File: src/rtl/reg_file_sb.sv
`default_nettype none
// +--------------------------------------------------------------------------+
// | reg_file_sb : 2^D x W register file, dual read/write, pending scoreboard,  |
// | and a one-entry-per-cycle clear sweep.                     Revision: 1.0  |
// +--------------------------------------------------------------------------+
module reg_file_sb #(
   parameter int W        = 8,
   parameter int D        = 3,
   parameter int ZERO_REG = 0,
   parameter int BYPASS   = 1
) (
   input  logic         clk_i,
   input  logic         reset_i,
   input  logic         we_a_i,
   input  logic [D-1:0] waddr_a_i,
   input  logic [W-1:0] wdata_a_i,
   input  logic         we_b_i,
   input  logic [D-1:0] waddr_b_i,
   input  logic [W-1:0] wdata_b_i,
   input  logic [D-1:0] raddr_a_i,
   input  logic [D-1:0] raddr_b_i,
   output logic [W-1:0] out_a_o,
   output logic [W-1:0] out_b_o,
   input  logic         reserve_en_i,
   input  logic [D-1:0] reserve_addr_i,
   output logic         busy_a_o,
   output logic         busy_b_o,
   input  logic         clear_req_i,
   output logic         clear_busy_o
);

   localparam int DEPTH = 1 << D;
   localparam bit C_ZR  = (ZERO_REG != 0);
   localparam bit C_BYP = (BYPASS != 0);

   typedef enum logic [0:0] {
      ST_IDLE  = 1'b0,
      ST_SWEEP = 1'b1
   } state_e;

   state_e             state_q;
   logic [D-1:0]       idx_q;
   logic               clear_busy_q;
   logic [W-1:0]       mem_q [DEPTH];
   logic [W-1:0]       mem_d [DEPTH];
   logic [DEPTH-1:0]   pend_q;
   logic [DEPTH-1:0]   pend_d;

   logic               w_sweep;
   logic               w_wa_ok;
   logic               w_wb_ok;
   logic               w_res_ok;

   assign w_sweep  = (state_q == ST_SWEEP);
   // r0 accepts nothing when hardwired to zero, so its pending bit can never set.
   assign w_wa_ok  = we_a_i & ~w_sweep & ~(C_ZR && (waddr_a_i == '0));
   assign w_wb_ok  = we_b_i & ~w_sweep & ~(C_ZR && (waddr_b_i == '0));
   assign w_res_ok = reserve_en_i & ~w_sweep & ~(C_ZR && (reserve_addr_i == '0));

   always_comb begin
      mem_d  = mem_q;
      pend_d = pend_q;
      if (w_sweep) begin
         mem_d[idx_q]  = '0;
         pend_d[idx_q] = 1'b0;
         if (idx_q == '1) begin
            pend_d = '0;
         end
      end else begin
         // B applied first so A overwrites it on an address collision.
         if (w_wb_ok) begin
            mem_d[waddr_b_i]  = wdata_b_i;
            pend_d[waddr_b_i] = 1'b0;
         end
         if (w_wa_ok) begin
            mem_d[waddr_a_i]  = wdata_a_i;
            pend_d[waddr_a_i] = 1'b0;
         end
         if (w_res_ok) begin
            pend_d[reserve_addr_i] = 1'b1;
         end
      end
   end

   always_ff @(posedge clk_i) begin
      if (reset_i) begin
         for (int i = 0; i < DEPTH; i++) begin
            mem_q[i] <= '0;
         end
         pend_q       <= '0;
         state_q      <= ST_IDLE;
         idx_q        <= '0;
         clear_busy_q <= 1'b0;
      end else begin
         mem_q  <= mem_d;
         pend_q <= pend_d;
         case (state_q)
            ST_IDLE: begin
               if (clear_req_i) begin
                  state_q      <= ST_SWEEP;
                  idx_q        <= '0;
                  clear_busy_q <= 1'b1;
               end
            end
            ST_SWEEP: begin
               idx_q <= idx_q + 1'b1;
               if (idx_q == '1) begin
                  state_q      <= ST_IDLE;
                  clear_busy_q <= 1'b0;
               end
            end
            default: begin
               state_q      <= ST_IDLE;
               clear_busy_q <= 1'b0;
            end
         endcase
      end
   end

   assign clear_busy_o = clear_busy_q;

   for (genvar p = 0; p < 2; p++) begin : g_rd
      logic [D-1:0] w_raddr;
      logic [W-1:0] w_out;
      logic         w_busy;

      assign w_raddr = (p == 0) ? raddr_a_i : raddr_b_i;

      always_comb begin
         w_out  = mem_q[w_raddr];
         w_busy = pend_q[w_raddr];
         if (C_BYP) begin
            if (w_wa_ok && (waddr_a_i == w_raddr)) begin
               w_out  = wdata_a_i;
               w_busy = 1'b0;
            end else if (w_wb_ok && (waddr_b_i == w_raddr)) begin
               w_out  = wdata_b_i;
               w_busy = 1'b0;
            end
         end
         if (C_ZR && (w_raddr == '0)) begin
            w_out  = '0;
            w_busy = 1'b0;
         end
      end
   end

   assign out_a_o  = g_rd[0].w_out;
   assign out_b_o  = g_rd[1].w_out;
   assign busy_a_o = g_rd[0].w_busy;
   assign busy_b_o = g_rd[1].w_busy;

endmodule
`default_nettype wire

File: config.mk
export PLATFORM = sky130hd
export DESIGN_NAME = reg_file_sb
export DESIGN_NICKNAME = d
export VERILOG_FILES = /design/src/rtl/reg_file_sb.sv
export SDC_FILE = /design/constraint.sdc
export NUM_CORES = 1
export LEC_CHECK = 0
export BUFFER_PORTS_ARGS = -buffer_cell sky130_fd_sc_hd__buf_2
export CAP_MARGIN = 20
export CORE_UTILIZATION = 40
export DETAILED_ROUTE_END_ITERATION = 10
export GPL_TIMING_DRIVEN = 0
export MAX_ROUTING_LAYER = met4
export SKIP_CTS_REPAIR_TIMING = 1
export SYNTH_ARGS = -nofsm -noshare
export SYNTH_HDL_FRONTEND = slang
export SYNTH_SLANG_ARGS = --single-unit
File: constraint.sdc
create_clock -name clk_i -period 1.9 [get_ports clk_i]
set_input_delay 0.38 -clock clk_i [delete_from_list [all_inputs] [get_ports clk_i]]
set_output_delay 0.38 -clock clk_i [all_outputs]
set_load 0.03 [all_outputs]
==> results of run 1 <==
-- worst min-delay path by stage --
| stage | cells past startpoint | startpoint | endpoint | slack (ns) |
|---|---|---|---|---|
| floorplan | 2 | mem_q[22] | mem_q[22] | 0.45 |
| global placement | 2 | clear_busy_o | clear_busy_o | 0.45 |
| detailed placement | 2 | mem_q[54] | mem_q[54] | 0.47 |
| CTS | 2 | reset_i | pend_q[2] | 0.27 |
| global route | 2 | reset_i | pend_q[2] | 0.31 |
| finish | 2 | reset_i | pend_q[2] | 0.31 |
-- cells by family after synthesis --
| logic type | count (synthesis) | share of synthesized area [%] |
|---|---|---|
| buf+inv | 66 | 5.74 |
| compound gates | 253 | 26.6 |
| simple gates | 237 | 22.7 |
| flops | 77 | 26.3 |
| fa+ha+maj | 2 | 0.427 |
| xor+xnor | 12 | 1.79 |
| mux | 65 | 16.4 |
-- state kept, by name (all words and copies together) (netlist names) --
name and cells:
clear_busy_o 1, idx_q 3, mem_q 64, pend_q 8, state_q 1
-- layout by cell type, fill, tap and decap left out, types with 6 or more instances in the layout --
cell	count
sky130_fd_sc_hd__o2bb2ai_1	8
sky130_fd_sc_hd__clkbuf_16	11
sky130_fd_sc_hd__mux2i_1	26
sky130_fd_sc_hd__inv_1	6
sky130_fd_sc_hd__mux4_2	24
sky130_fd_sc_hd__buf_4	23
sky130_fd_sc_hd__o21ai_1	38
sky130_fd_sc_hd__buf_2	42
sky130_fd_sc_hd__buf_6	24
sky130_fd_sc_hd__o21ai_2	7
sky130_fd_sc_hd__a21oi_1	9
sky130_fd_sc_hd__a211oi_2	10
sky130_fd_sc_hd__nor2_1	13
sky130_fd_sc_hd__buf_12	6
sky130_fd_sc_hd__mux2_4	6
sky130_fd_sc_hd__nand2_1	74
sky130_fd_sc_hd__a221oi_1	8
sky130_fd_sc_hd__dfxtp_2	24
sky130_fd_sc_hd__and3_1	64
sky130_fd_sc_hd__nand3b_1	7
sky130_fd_sc_hd__a211oi_1	56
sky130_fd_sc_hd__dfxtp_4	8
sky130_fd_sc_hd__o21ai_0	86
sky130_fd_sc_hd__nand3_1	16
sky130_fd_sc_hd__nor2b_1	10
sky130_fd_sc_hd__dfxtp_1	45
sky130_fd_sc_hd__xnor2_1	6
sky130_fd_sc_hd__clkbuf_1	18
-- critical path: stages --
cell and delay, ns:
sky130_fd_sc_hd__buf_2 0.17, sky130_fd_sc_hd__xor2_1 0.18, sky130_fd_sc_hd__or4_4 0.61, sky130_fd_sc_hd__buf_12 0.18
sky130_fd_sc_hd__buf_12 0.15, sky130_fd_sc_hd__o22ai_4 0.21, sky130_fd_sc_hd__buf_6 0.16
-- power breakdown --
part | switching (µW) | internal (µW)
clock network | 708 | 938
registers | 92.2 | 1700
logic | 789 | 548
total | 1590 | 3180
-- per-layer routing --
| metal | up-vias | global-route usage, % |
|---|---|---|
| li1 | 2873 | - |
| met4 | 0 | 15.5 |
| met1 | 3108 | 42.3 |
| met5 | - | - |
| met2 | 364 | 51.4 |
| met3 | 74 | 8.03 |
-- final cells by class --
| class | count | area [µm²] |
|---|---|---|
| clock inverters | 2 | 10.0 |
| inverters | 7 | 26.3 |
| clock buffers | 12 | 256 |
| flip-flops and latches | 77 | 1600 |
| repair buffers | 66 | 563 |
| multi-input cells | 569 | 4380 |
| plain buffers | 58 | 405 |
| well taps | 180 | 225 |
| fillers | 1319 | 6630 |
-- stage by stage --
stage / std cells / area (µm²) / power (µW) / hold slack, ns
2_1_floorplan: 712 / 6090 / 2590 / 0.447
3_3_place_gp: 933 / 6520 / 2940 / 0.446
3_5_place_dp: 934 / 6530 / 2960 / 0.473
4_1_cts: 948 / 6800 / 4570 / 0.273
5_1_grt: 971 / 7470 / 4950 / 0.315
6_report: 971 / 7470 / 4770 / 0.315
==> results.md, run 1 <==
Outcome:
- The flow ran to the end, but the final reports show violations.
- The checks that failed: negative setup slack.

Yosys:
- The cell count after synthesis is slightly above 700.
- After synthesis, the cell types taking the most area are sky130_fd_sc_hd__dfxtp_1 26%, sky130_fd_sc_hd__mux4_2 9.2%, sky130_fd_sc_hd__a211oi_1 8.5%.
- Synthesis inferred 77 register bits.
- For this run, the leading register cell type out of synthesis is sky130_fd_sc_hd__dfxtp_1.
- After synthesis, the most frequently instantiated cells are 96 x sky130_fd_sc_hd__o21ai_0, 77 x sky130_fd_sc_hd__dfxtp_1, 77 x sky130_fd_sc_hd__nand2_1.
- The average instance area after synthesis is 8.23 µm².
- The sequential share of the synthesized area is 26.3%.
- The most numerous cell in the Yosys netlist is sky130_fd_sc_hd__o21ai_0.
- The cell accounting for the most synthesized area is sky130_fd_sc_hd__dfxtp_1.
- Summing every instance area after synthesis gives 5860 µm².
- Yosys printed 0 warnings.
- The synthesized netlist net count is 751.
- The synthesized design devotes to its leading area cell type 26.3% of total area.
- The number of flops mapped to enable cells by yosys is 0.
- Counting distinct cell types in the post-synthesis netlist gives 51.
- The async set-or-reset flop fraction in the synthesized netlist is 0%.

Placement:
- The quantity of I/O buffers inserted on ports is 41.
- The pre-CTS setup slack is -0.783 ns.
- The post-DP HPWL is 17500 µm.
- The congestion estimate from routability-driven global placement came to between 0.9 and 1.

Finish:
- The area growth from synthesis to layout is 27.4%.
- The number of antenna diodes is 0.
- The fraction of the core area covered by cells at the end of the flow is a little over half.
- The number of nets in the layout is just over 800.
- In the final layout, the share of cells above drive strength 1 is between 30% and 40%.

Timing:
- Clock skew on the completed layout was measured at about 0.0042 ns.
- The final setup violation count is 18.
- The final sum of negative setup slack is -7.12 ns.
- The highest clock rate is 0.412 GHz.
- The total count of max-transition violations in the final report is 0.
- Setup repair after global routing could not meet its margin everywhere.
- The final setup slack of the worst path is -0.529 ns.
- In the finished design, the share of the clock period the worst path needs comes to 128%.
- The transition time at the pin with the least slew margin is 0.871 ns.
- The worst pin sits at a relative slew slack of 41.9%.
- The number of hold violations in the final report is 0.
- Counting I/O delays and the setup requirement, the final critical path takes 2.43 ns.

Die:
- The total I/O pin count is 56.
- The number of standard-cell rows in the floorplan is 43.
- The floorplan core area is 14100 µm².
- The die is approximately 120 µm tall.
- The starting density of the core is between 40% and 50%.
- The area of the die is ~15000 µm².
- The floorplan step set the die width to 123 µm.

Job:
- The tool flagged a number of max-cap violations equal to 0.

Detailed routing:
- The DRC violation total after the first TritonRoute iteration is 635.
- The via total after detailed routing is 6419.
- The met2 layer wire length in the routed design is 11300 µm.
- In the final routed layout, each cell accounts on average for 25.2 µm.
- The detailed router put a total of just over 10000 µm of wire on met1.
- Before antenna repair, the detailed router went through 5 iterations.
- After detailed routing, the met3 layer carries 1950 µm of wire.
- The number of antenna-violating nets in the routed design is 0.
- The remaining design rule violation count is 0.
- The total wire length is 24500 µm.
- The average vias per placed instance is 6.61.
- After detailed routing, no signal wire sits above met4.

Clock tree:
- At the later pin of the worst-skew pair, clock insertion delay measures between 0.3 and 0.4 ns.
- TritonCTS built the clock tree.
- The clock slew seen by the registers of the worst setup and hold paths is roughly 0.06 ns.
- The total number of clock tree sinks is 77.
- The number of clock buffers added by TritonCTS is 9.
- The maximum number of buffers from clock root to sink is 2.
- The number of H-tree levels is 3.
- The tree is rooted in a sky130_fd_sc_hd__clkbuf_16.

Critical path:
- Across all register-to-register paths, the minimum setup slack is 0.04 ns.
- The most critical setup path has its endpoint at out_a_o[6].
- Along the worst path, the maximum fanout reaches 7.
- Counting cells, the worst reg-to-reg path comes to 5.
- The nature of the critical path endpoint is an output pin.
- The end of the worst register-to-register path is mem_q[33].
- The critical path startpoint is waddr_a_i[0].
- The critical path in this run is classified as in2out.
- The worst setup path is launched from a primary input.
- Data on the critical path is required at its endpoint by 1.52 ns.
- The critical register-to-register path startpoint is state_q.
- The data arrival at the endpoint of the critical path is 2.05 ns.

Pwr:
- The worst-case IR drop observed on VDD is 0.474 mV.
- The analysis attributes to cell leakage a power of between 0.002 and 0.003 µW.
- For this design the ratio of total power to cell area is 639 nW/µm².

Global routing:
- The sum of overflow across all layers after global routing is 0.
- In the global route stage, overall resource usage came out at 33.8%.
- The number of antenna violations at the first check in global routing was 0.
- The number of global-route vias before repair came to about 6000.
- Entering global routing, the biggest net connects 12 pins.
- The global-route wire length before repair is 36000 µm.

Hold path:
- The type of the most critical hold path is in2reg.
Power figures use the tool's default switching activity.
==> run 2, diff against run 1 <==
BUFFER_PORTS_ARGS = -buffer_cell sky130_fd_sc_hd__buf_4   (was -buffer_cell sky130_fd_sc_hd__buf_2)
GPL_TIMING_DRIVEN = unset   (was 0)
==> run 2 against run 1 <==
Hold slack improved by 0.021 ns. Largest power group is now clock. Maximum frequency rose by 3.7%. The flow still finishes with violations (negative setup slack). Largest cell class unchanged. Total power rose by 6.0%. Combinational power rose by 14%.
==> results.md, run 2 (same netlist as run 1, synthesis figures left out) <==
Finish:
- The layout cell share with drive strength beyond 1 came to 37.2% (was 31.9%).
- The fraction of the core area covered by cells at the end of the flow was 58.4% (was 53.0%).
- The number of filler cells placed in the layout is 1271 (was 1319).
- The most common cell after layout, fill and taps aside was sky130_fd_sc_hd__buf_4 (was sky130_fd_sc_hd__o21ai_0).
- The number of antenna diodes is 0 (unchanged).
- The post-synthesis to final-layout area growth is 40.3% (was 27.4%).
- The number of non-filler instances in the completed layout is 1046 (was 971).
- The flip-flop count of the largest register after layout is 64 (unchanged).
- The register containing the most flip-flops in the final layout was mem_q (unchanged).
- The number of nets in the layout was 900 (was 827).
- Top Registers: mem_q x64, pend_q x8, idx_q x3 (unchanged).
- Most frequent cells in the layout: 158 x sky130_fd_sc_hd__buf_4, 85 x sky130_fd_sc_hd__o21ai_0, 76 x sky130_fd_sc_hd__nand2_1 (was 86 x sky130_fd_sc_hd__o21ai_0, 74 x sky130_fd_sc_hd__nand2_1, 64 x sky130_fd_sc_hd__and3_1).
- The final standard cell area without fillers is 8230 µm² (was 7470 µm²).

Die:
- The width of the chip is 123 µm (unchanged).
- The vertical die dimension is 123 µm (unchanged).
- The total I/O pin count is 56 (unchanged).
- The floorplan core area came to 14100 µm² (unchanged).
- The area of the die is 15100 µm² (unchanged).
- The number of standard-cell rows in the floorplan is 43 (unchanged).
- The starting density of the core is 41.6% (unchanged).

Clock tree:
- The total number of clock tree sinks is 77 (unchanged).
- The number of H-tree levels was 3 (unchanged).
- The total clock buffers created by CTS is 9 (unchanged).
- The clock root buffer is sky130_fd_sc_hd__clkbuf_16 (unchanged).
- The clock latency reported for the late side of the worst-skew pair is 0.36 ns (was 0.35 ns).
- The clock slew seen by the registers of the worst setup and hold paths is 0.06 ns (about the same).
- The CTS tree is yes (unchanged).
- The maximum number of buffers from clock root to sink was 2 (unchanged).

Pwr:
- The part of the power in the clock network is 34.9% (was 34.5%).
- The switching power of the nets came to 1680 µW (was 1590 µW).
- The leakage power of the design came to 0.00337 µW (was 0.00287 µW).
- The cell area power density is 615 nW/µm² (was 639 nW/µm²).
- The sequential power share is 34.9% (was 37.5%).
- The largest voltage drop on the vdd net is 0.404 mV (was 0.474 mV).
- The portion of total power attributed to combinational logic is 30.2% (was 28.0%).
- The power after layout came to 5050 µW (was 4770 µW).
- The fraction of power spent switching nets was 33.2% (was 33.3%).
- The internal power came to 3380 µW (was 3180 µW).

Critical path:
- The nature of the critical path endpoint is an output pin (unchanged).
- The type of the worst setup path is reg2out (was in2out).
- The launching element type of the critical path was a flop (was primary input).
- The largest fanout of any net on the critical path came to 7 (unchanged).
- The required time of the critical path is 1.52 ns (about the same).
- The data arrival at the endpoint of the critical path came to 1.96 ns (was 2.05 ns).

Timing:
- The transition time at the pin with the least slew margin is 0.539 ns (was 0.871 ns).
- Setup repair after global routing missed its margin: yes (unchanged).
- The highest clock rate came to 0.427 GHz (was 0.412 GHz).
- The clock skew was 0.00891 ns (was 0.00423 ns).
- The final setup violation count was 18 (unchanged).
- The period utilization is 123% (was 128%).
- The minimum hold slack is 0.336 ns (was 0.315 ns).
- The final setup slack of the worst path is -0.444 ns (was -0.529 ns).
- The number of hold violations in the final report is 0 (unchanged).
- The total count of max-transition violations in the final report is 0 (unchanged).
- The worst relative slew slack is 64.0% (was 41.9%).
- The shortest clock period the worst path allows after layout is 2.34 ns (was 2.43 ns).

Detailed routing:
- The detail-routed net length per standard cell is 24.1 µm (was 25.2 µm).
- The number of antenna-violating nets in the routed design was 0 (unchanged).
- The DRC violation total after the first TritonRoute iteration is 830 (was 635).
- The remaining design rule violation count is 0 (unchanged).
- The total wire length was 25200 µm (was 24500 µm).
- The average vias per placed instance is 6.37 (was 6.61).
- The via total after detailed routing came to 6668 (was 6419).
- The length of the first detailed-routing pass in iterations came to 5 (unchanged).

Placement:
- The cell total after placement is 1016 (was 934).
- The post-DP HPWL is 16900 µm (was 17500 µm).
- The post-placement cell area was 7490 µm² (was 6530 µm²).
- The quantity of I/O buffers inserted on ports was 55 (was 41).
- The final estimated routing congestion in global placement was 0.919 (was 0.967).

Global routing:
- The sum of overflow across all layers after global routing came to 0 (unchanged).
- The pin count of the biggest net entering global routing came to 65 (was 12).
- The global-route wire length before repair is 37100 µm (was 36000 µm).
- The total global routing track utilization is 34.2% (was 33.8%).
- The number of global-route vias before repair is 6519 (was 6029).
- The number of antenna violations at the first check in global routing is 0 (unchanged).

Outcome:
- Violated checks: negative setup slack (unchanged).
- Result of the run: finished with violations (unchanged).

Job:
- The number of maximum-capacitance violations was 0 (unchanged).

Hold path:
- The type of the most critical hold path was in2reg (unchanged).
==> run 2: changes by cell type in the layout (fill, tap and decap cells not counted), sizes merged <==
cell	before	now
buf	101	192
clkbuf	35	17
clkinv	2	3
or4	1	2
==> run 2: power groups by stage <==
stage               combinational [µW]  sequential, µW  clock (µW)
finish                            1530            1760        1770
floorplan                          800            1790           0
global route                      1610            1770        1820
detailed placement                1360            1800           0
global placement                  1330            1800           0
CTS                               1360            1760        1760
==> run 2: metal layers <==
| layer | global-route usage, % | wire (µm) | up-vias |
|---|---|---|---|
| met4 | 16.5 | 941 | 0 |
| li1 | - | - | 3017 |
| met5 | - | 0 | - |
| met3 | 4.84 | 2070 | 56 |
| met2 | 54.6 | 12000 | 383 |
| met1 | 42.5 | 10200 | 3212 |
==> run 2: worst paths after layout <==
path | startpoint | endpoint | slack, ns | cells after the start
max | state_q | out_a_o[6] | -0.44 | 5
max reg2reg | state_q | mem_q[53] | 0.09 | 8
min | reset_i | state_q | 0.34 | 2
min reg2reg | clear_busy_o | clear_busy_o | 0.47 | 2
==> run 2: through the flow <==
step / setup WS [ns] / TNS, ns
after global placement: -0.413 / -11.39
final: -0.444 / -6.57
after CTS: -0.613 / -9.06
after detailed placement: -0.457 / -13.46
after global routing: -0.447 / -7.00
after floorplan: -0.185 / -2.80
==> run 2: critical path: stages, from the launching register on <==
cell and delay [ns]:
sky130_fd_sc_hd__dfxtp_1 0.31, sky130_fd_sc_hd__nand2b_4 0.17, sky130_fd_sc_hd__or4_4 0.59, sky130_fd_sc_hd__buf_4 0.18
sky130_fd_sc_hd__o22ai_4 0.18, sky130_fd_sc_hd__buf_6 0.16
==> run 2: final cells by class <==
type / count / area, µm² / share of cell area (%)
repair buffers: 196 / 1770 / 21.5
flip-flops and latches: 77 / 1560 / 19.0
clock inverters: 3 / 18.8 / 0.228
clock buffers: 13 / 270 / 3.29
multi-input cells: 570 / 4360 / 53.0
inverters: 7 / 26.3 / 0.319
well taps: 180 / 225 / 2.74
